===== src/rtl/register_file.sv =====
// Register file: one write port, two combinational read ports,
// optional write bypass and zero register, plus a per-register busy scoreboard.
module register_file #(
  parameter int WIDTH    = 8,
  parameter int DEPTH    = 8,
  parameter int ZERO_REG = 1,
  parameter int BYPASS   = 1,
  localparam int AW      = $clog2(DEPTH)
) (
  input  logic             clk,
  input  logic             rst,
  input  logic             wr_en,
  input  logic [AW-1:0]    wr_addr,
  input  logic [WIDTH-1:0] wr_data,
  input  logic [AW-1:0]    rd_addr_a,
  output logic [WIDTH-1:0] rd_data_a,
  input  logic [AW-1:0]    rd_addr_b,
  output logic [WIDTH-1:0] rd_data_b,
  input  logic             rsv_en,
  input  logic [AW-1:0]    rsv_addr,
  output logic             busy_a,
  output logic             busy_b,
  output logic             any_busy
);

  logic [WIDTH-1:0] mem [DEPTH];
  logic [DEPTH-1:0] busy;
  logic [DEPTH-1:0] wr_hit;
  logic [DEPTH-1:0] rsv_hit;

  // Out-of-range indices match no entry, so they fall out naturally
  always_comb begin
    wr_hit  = '0;
    rsv_hit = '0;
    for (int i = 0; i < DEPTH; i++) begin
      if (!(ZERO_REG != 0 && i == 0)) begin
        wr_hit[i]  = wr_en && (wr_addr == AW'(i));
        rsv_hit[i] = rsv_en && (rsv_addr == AW'(i));
      end
    end
  end

  always_ff @(posedge clk or posedge rst) begin
    if (rst) begin
      for (int i = 0; i < DEPTH; i++) begin
        mem[i] <= '0;
      end
      busy <= '0;
    end else begin
      for (int i = 0; i < DEPTH; i++) begin
        if (wr_hit[i]) begin
          mem[i] <= wr_data;
        end
        if (rsv_hit[i]) begin
          busy[i] <= 1'b1;
        end else if (wr_hit[i]) begin
          busy[i] <= 1'b0;
        end
      end
    end
  end

  always_comb begin
    rd_data_a = '0;
    rd_data_b = '0;
    busy_a    = 1'b0;
    busy_b    = 1'b0;
    for (int i = 0; i < DEPTH; i++) begin
      if (rd_addr_a == AW'(i)) begin
        rd_data_a = (BYPASS != 0 && wr_hit[i]) ? wr_data : mem[i];
        busy_a    = busy[i];
      end
      if (rd_addr_b == AW'(i)) begin
        rd_data_b = (BYPASS != 0 && wr_hit[i]) ? wr_data : mem[i];
        busy_b    = busy[i];
      end
    end
    // Keep the bypass path from leaking wr_data while reset is held
    if (rst) begin
      rd_data_a = '0;
      rd_data_b = '0;
    end
  end

  assign any_busy = |busy;

endmodule


===== config.mk =====
export PLATFORM = sky130hd
export DESIGN_NAME = register_file
export DESIGN_NICKNAME = d
export VERILOG_FILES = /design/src/rtl/register_file.sv
export SDC_FILE = /design/constraint.sdc
export NUM_CORES = 1
export LEC_CHECK = 0
export ABC_AREA = 1
export CAP_MARGIN = 20
export CORE_UTILIZATION = 40
export CTS_CLUSTER_SIZE = 24
export DETAILED_ROUTE_END_ITERATION = 16
export GPL_TIMING_DRIVEN = 0
export PLACE_DENSITY = 0.65
export RECOVER_POWER = 25
export SLEW_MARGIN = 0
export SYNTH_ARGS = -nofsm -noshare
export SYNTH_HDL_FRONTEND = slang
export SYNTH_SLANG_ARGS = --single-unit
export TNS_END_PERCENT = 1

===== constraint.sdc =====
create_clock -name clk -period 4.25 [get_ports clk]
set_input_delay 0.425 -clock clk [delete_from_list [all_inputs] [get_ports clk]]
set_output_delay 0.425 -clock clk [all_outputs]
set_load 0.01 [all_outputs]

# Word level (Yosys, flattened, before mapping)
# Index checks and enable logic that the tools add are counted.
# word_totals
reg_bits	63
inputBits	24
elab_cells	115
# op_classes
n_eq_ne	28
n_mux	51
reduce_logical	22
# ops
operator	count
two-way mux 8 bit	23
equality test 3 bit (second input constant)	16
two-way mux 1 bit	28
equality test 3 x 2 -> 1 bit (second input constant)	8
logical AND 1 bit	14
nonzero test 2 bit	7
equality test 3 x 1 -> 1 bit (second input constant)	4
OR reduction 7 bit	1

# Depth between registers and ports, before layout
# Gate-level depths: netlist (run 1).
# depth
ltp_word	11
ltp_mapped	12
mapped_depth_nobuf	11

# Worst setup path before layout (run 1)
# OpenSTA, ideal clock, no wires.
# synth_path
path_kind	input-to-output
start	input rst
end	output rd_data_a[0]
t_arrival_ns	3.126
slack_ns	0.699
stages	4
path_cell_list	inv_1 > clkbuf_1 > o211ai_1 > a21oi_1
# synth_via
elab_chain_cells	1
# synth_rtl
element	line_no	text
start: declaration	11	input logic rst,
two-way mux 8 bit	79	if (rst) begin
end: declaration	16	output logic [WIDTH-1:0] rd_data_a,
# No other way between the ends.

# Final worst setup path (run 1)
# layout_path
start	input rd_addr_b[1]
end	output busy_b
# layout_via
elab_chain_cells	8
elab_cells_between_ends	14
classes_between	eq/ne (7); mux (7)
# layout_rtl
element	line_no	text
start: declaration	17	input logic [AW-1:0] rd_addr_b,
equality test 3 x 1 -> 1 bit	73	if (rd_addr_b == AW'(i)) begin
two-way mux 1 bit (6 in series)	73	
two-way mux 1 bit (*)	73	
end: declaration	22	output logic busy_b,
# Mark *: on every way between the ends. The rest lies on a longest branch, timed or not.

==> run metrics, run 1 <==
run status=complete, no violations; Avg WL per Cell=15.69 µm; Reg clk slew, reported paths=0.07 ns; mapped cell area=3904 µm²; TNS Setup=0 ns; DRC viols=0; Max-slew headroom=between 40% and 50%; Synth top area share=roughly two fifths; Fin. Hold Viols=0; DP HPWL=between 8000 and 9000 µm; Max Cap Viol=0; Num CTS Buffers=9; main combinational cell family by area after synthesis=simple AND/OR/NAND/NOR gates; Required @ worst endpoint=3.83 ns; Starting Density=a little over two fifths; CTS tree=yes; adder-cell area share of the yosys netlist=0%; total iterations of the first detailed-routing run=5; Die Y=a little over 100 µm; CP cell instances=clkdlybuf4s50_1, nand2_1, nor2_1, inv_1, o211ai_1, nor4_1, o21ai_0, clkdlybuf4s50_1; Horiz. Die Dim=100.8 µm; post-route setup slack=around 0.92 ns; Critical Path End Type=output port; Finished Cell Area=4657 µm²; fraction of layout cells with a size suffix above 1=6.487%; pre-CTS WS=0.9362 ns; Post-Synth XOR/XNOR Area=0%; initial antenna violation count=0; most frequent CP cell=clkdlybuf4s50_1; Iter 0 DRT Violations=352; Mapped Nets=600; worst-case reg-to-reg path depth=4; number of core rows=35; gr usage total=25.07%; Leak Pwr=between 2 and 2.5 nW; peak supply drop=231.3 µV; clk_skew=0 ns; hold path depth=2; core area=9328 µm²; Compound-Gate Fraction of Synth Area=15.83%; GP Congestion=0.9005; Synth Instances=576; Area Growth Syn to Fin=19.29%; Distinct cells, synth=30; Longest Clk Path Bufs=2; clk root buf=clkbuf_8; syn_area_per_cell=~6.8 µm²; Worst path slowest cell=clkdlybuf4s50_1; nets=652; CP arrival=2.91 ns; top post-synthesis cells by area=dfrtp_1, nand2_1, inv_1; cell taking the most area after synthesis=dfrtp_1; slowest stage delay, CP=0.58 ns; total clock sinks=63; H-tree levels=3; I/O pin cnt=43; Post-Synth Simple-Gate Area=31.89%; via count=4,024; minimum clock period=between 3 and 4 ns; Post-CTS Setup Inserts=0; Placed Cells=746; Skew-Pair Late Insertion Delay=about 0.35 ns; post_cts resized=0; Routed WL=11,940 µm; cts hold-fix bufs=0; top_reg_cell synth=dfrtp_1; Die ar.=~10,000 µm²; PD cells=359.0 nW/µm²; Setup violations, final=0; crit-path max FO=9; #FFs+latches synth=63; Setup CP Type=in -> out; Routed Antenna Nets=0; worst hold path type=reg -> reg; Layout fillers=954; via/cell ratio=approximately 5.3; mux contribution to synthesized area=0%; first-pass GRT wire length=about 19,000 µm; f_max=0.3002 GHz; CP Launch Type=input port; number of antenna diodes=0; Tcrit/Tclk final=around four fifths; total gr overflow=0; PortBufs=40; number of global-route vias before repair=around 3,800; placed cell areas=4497 µm²; Final Instance Count excl. Fillers=~760; Synth async-reset ratio=100.0%; RSZ-0062 raised after global routing=false; slew of the pin with the lowest slew margin=0.7823 ns; hold_ws=0.4926 ns; post-synthesis sequential area ratio=40.38%; pin count of the biggest net entering global routing=65; max-slew violations=0; warning count from the yosys run=0; Post-synth EDFFs=0
[metrics by stage]
stage / power (mW) / utilization, %
final: 1.672 / 49.93
after global routing: 1.768 / 49.93
after CTS: 1.674 / 49.97
after detailed placement: 1.204 / 48.21
after global placement: 1.188 / 47.87
after floorplan: 1.046 / -
[path summary, 6_finish.rpt]
kind / from / endpoint / slack (ns)
max: rd_addr_b[1] / busy_b / 0.92
min: mem[3]$_DFF_PP0_ / mem[3]$_DFF_PP0_ / 0.49
max reg2reg: mem[13]$_DFF_PP0_ / mem[13]$_DFF_PP0_ / 3.46
min reg2reg: mem[3]$_DFF_PP0_ / mem[3]$_DFF_PP0_ / 0.49
max in group asynchronous: rst / mem[46]$_DFF_PP0_ / 2.78
min in group asynchronous: rst / mem[2]$_DFF_PP0_ / 0.77
[critical path: cells and delay by family]
| kind | cells | cell delay [ns] |
|---|---|---|
| compound gates | 2 | 0.38 |
| simple gates | 3 | 0.68 |
| buf+inv | 3 | 1.42 |
[logic make-up after synthesis]
family / after synthesis
and+or+nand+nor: 285
AOI/OAI and AO/OA: 108
buffers and inverters: 120
DFF: 63
[power by group]
group          internal (mW)  switching, mW
Clock                  0.222          0.251
Combinational          0.168          0.283
Sequential             0.711         0.0376
Total                   1.10          0.571
[metal layers]
| layer | track usage (%) | wire (µm) | vias up | share of wire (%) |
|---|---|---|---|---|
| met3 | 6.103 | 794 | 14 | 6.6 |
| met5 | 0 | 0 | - | 0 |
| li1 | - | - | 1953 | - |
| met2 | 38.67 | 5508 | 170 | 46 |
| met4 | 7.135 | 153 | 0 | 1.3 |
| met1 | 34.99 | 5485 | 1887 | 46 |
[sequential cells by signal, summed over array words and instances (netlist names)]
| name | flops |
|---|---|
| busy | 7 |
| mem | 56 |
[synthesized netlist by cell type (3+ instances only)]
| master | number |
|---|---|
| nand2_1 | 173 |
| and2_1 | 7 |
| inv_1 | 102 |
| buf_2 | 5 |
| nand3_1 | 64 |
| nor3_2 | 3 |
| nor2_1 | 21 |
| o21ai_0 | 43 |
| nor2_4 | 3 |
| nand4_1 | 3 |
| inv_2 | 4 |
| dfrtp_1 | 63 |
| a21oi_1 | 18 |
| o21ai_1 | 18 |
| nand2_2 | 5 |
| o211ai_1 | 19 |
| clkbuf_1 | 6 |
[layout make-up]
class	instances	area, µm²	area share, %
multi-input combinational	393	1863	40.01
tap	129	161.4	3.466
sequential	63	1577	33.85
inverter	107	401.6	8.624
clock buffer	11	141.4	3.036
clock inverter	4	22.52	0.4836
buffer	13	62.56	1.343
timing repair buffer	41	427.9	9.189
[placed cells by master, fill, tap and decap left out, types with 4 or more instances in the layout]
master and count:
a21oi_1 18, and2_1 7, buf_2 5, clkbuf_1 7, clkbuf_8 10, clkdlybuf4s50_1 39
dfrtp_1 63, inv_1 102, inv_2 4, nand2_1 173, nand2_2 5, nand3_1 64
nor2_1 21, o211ai_1 19, o21ai_0 43, o21ai_1 18
No activity file was read; power rests on OpenSTA's default activity.
==> inputs of run 2 (changes only) <==
- clock period: 4.25 -> 3.26 ns (I/O delays scaled with it)
==> run 2 against run 1 <==
  * Hold slack got worse by 0.0050 ns
  * Cell count rose by 0.13%
  * Die area did not move
  * Routed wire length fell by 0.28%
  * Flip-flop and latch count did not move
  * Total power rose by 40%
  * Non-clock buffer count did not move
  * Largest cell class unchanged
  * Sequential share of layout area fell by 0.46 points
  * First-iteration DRC count fell by 19%
  * Combinational power rose by 31%
==> run metrics, run 2 (synthesized netlist as in run 1, its figures left out) <==
DP HPWL=between 8000 and 9000 µm; H-tree levels=3; Placed Cells=746; via/cell ratio=5.176; Iter 0 DRT Violations=286; core area=roughly 9300 µm²; via count=roughly 4,000; Layout fillers=roughly 950; Area Growth Syn to Fin=20.93%; run status=complete, no violations; Tcrit/Tclk final=a little over nine tenths; Util after Layout=50.61%; Final Instance Count excl. Fillers=762; TNS Setup=0 ns; placed cell areas=approximately 4500 µm²; fraction of layout cells with a size suffix above 1=6.951%; total power draw=2.344 mW; PortBufs=40; Skew-Pair Late Insertion Delay=between 0.3 and 0.4 ns; Seq pwr share=41.6%; first-pass GRT wire length=between 15,000 and 20,000 µm; Starting Density=41.85%; total iterations of the first detailed-routing run=4; cts hold-fix bufs=0; commonest non-fill, non-tap cells in the layout=nand2_1, inv_1, nand3_1; worst hold path type=reg -> reg; minimum clock period=3.075 ns; crit-path max FO=8; Routed Antenna Nets=0; max-slew violations=0; peak supply drop=235.5 µV; biggest regs=mem (56), busy (7); clk root buf=clkbuf_8; DRC viols=0; nets=652; Worst path top cell family by delay=buffers and inverters; hold_ws=0.4875 ns; Setup violations, final=0; Critical Path End Type=output port; net switching power=766.7 µW; Fin. Hold Viols=0; number of antenna diodes=0; slowest stage delay, CP=0.56 ns; commonest non-fill, non-tap cell in the layout=nand2_1; total gr overflow=0; Setup CP Type=in -> out; Horiz. Die Dim=between 100 and 150 µm; P_int=1.577 mW; RSZ-0062 raised after global routing=false; pre-CTS WS=0.1405 ns; gr usage total=between 20 and 30%; Longest Clk Path Bufs=2; clk_skew=0 ns; f_max=0.3252 GHz; Required @ worst endpoint=2.93 ns; Post-CTS Setup Inserts=0; total clock sinks=63; Routed WL=11,910 µm; Max-slew headroom=50.14%; PD cells=496.4 nW/µm²; max FFs per register=56; Die Y=100.8 µm; Finished Cell Area=roughly 4700 µm²; number of core rows=35; number of global-route vias before repair=between 3,000 and 4,000; CTS tree=yes; pin count of the biggest net entering global routing=64; Reg clk slew, reported paths=roughly 0.070 ns; slew of the pin with the lowest slew margin=between 0.7 and 0.8 ns; Max Cap Viol=0; CP arrival=2.75 ns; Die ar.=10,160 µm²; combinational power share=25.1%; GP Congestion=0.9048; Worst path slowest cell=clkdlybuf4s50_1; CP cell instances=clkdlybuf4s50_1, inv_1, nor2_1, inv_1, nor2_1, inv_1, o22ai_1, nor3_1, a21oi_1, clkdlybuf4s50_1; I/O pin cnt=43; most frequent CP cell=inv_1; largest register by flop count=mem; Num CTS Buffers=9; post-route setup slack=0.1848 ns; CP Launch Type=input port; Clk pwr share=about a third; Leak Pwr=2.407 nW; Net Sw Frac=32.72%; initial antenna violation count=0; Avg WL per Cell=roughly 16 µm; Buf/Inv on CP=5
[run 2: cell count changes in the layout (fill, tap and decap cells not counted)]
cell,previous run,this run
clkbuf_8,10,9
clkinv_2,3,1
dlymetal6s2s_1,0,2
inv_6,0,1
clkbuf_1,7,6
bufinv_16,0,2
clkinvlp_4,1,3
nor2_1,21,20
clkdlybuf4s50_1,39,37
nor2_2,1,2
[run 2: area by class of cell]
cell class              instances  area (µm²)  area share [%]
plain buffers                  13       62.56           1.325
clock buffers                   9       123.9           2.624
clock inverters                 7       96.34           2.041
inverters                     107       401.6           8.508
multi-input cells             393        1866           39.52
flip-flops and latches         63        1577           33.40
well taps                     129       161.4           3.419
repair buffers                 41       432.9           9.170
[run 2: worst paths after layout]
kind | from | end | slack, ns | cells past startpoint
max | rd_addr_a[2] | busy_a | 0.18 | 10
min | mem[4]$_DFF_PP0_ | mem[4]$_DFF_PP0_ | 0.49 | 2
max reg2reg | mem[22]$_DFF_PP0_ | mem[22]$_DFF_PP0_ | 2.47 | 2
min reg2reg | mem[4]$_DFF_PP0_ | mem[4]$_DFF_PP0_ | 0.49 | 2
max in group asynchronous | rst | mem[37]$_DFF_PP0_ | 1.94 | 4
min in group asynchronous | rst | mem[2]$_DFF_PP0_ | 0.58 | 3
[run 2: repair_timing]
item / in CTS / in global routing
endpoints found under the hold margin: 0 / 0
resized for setup: 0 / 3
setup endpoints to repair: 0 / 5
[run 2: power by group through the flow]
stage / clock [mW] / sequential (mW) / combinational [mW]
2_1_floorplan: 0 / 0.976 / 0.388
3_3_place_gp: 0 / 0.984 / 0.564
3_5_place_dp: 0 / 0.989 / 0.580
4_1_cts: 0.782 / 0.974 / 0.583
5_1_grt: 0.817 / 0.989 / 0.666
6_report: 0.780 / 0.974 / 0.589
[run 2: worst register-to-register path: stages (launching register included)]
cell	delay [ns]
dfrtp_1	0.36
o21ai_0	0.23
inv_1	0.09
[run 2: per-layer routing]
metal	wire, µm	GRT usage, %	vias up
met4	197	9.699	0
met1	5650	35.77	1858
met2	5387	38.72	120
met5	0	0	-
met3	671	3.398	17
li1	-	-	1949
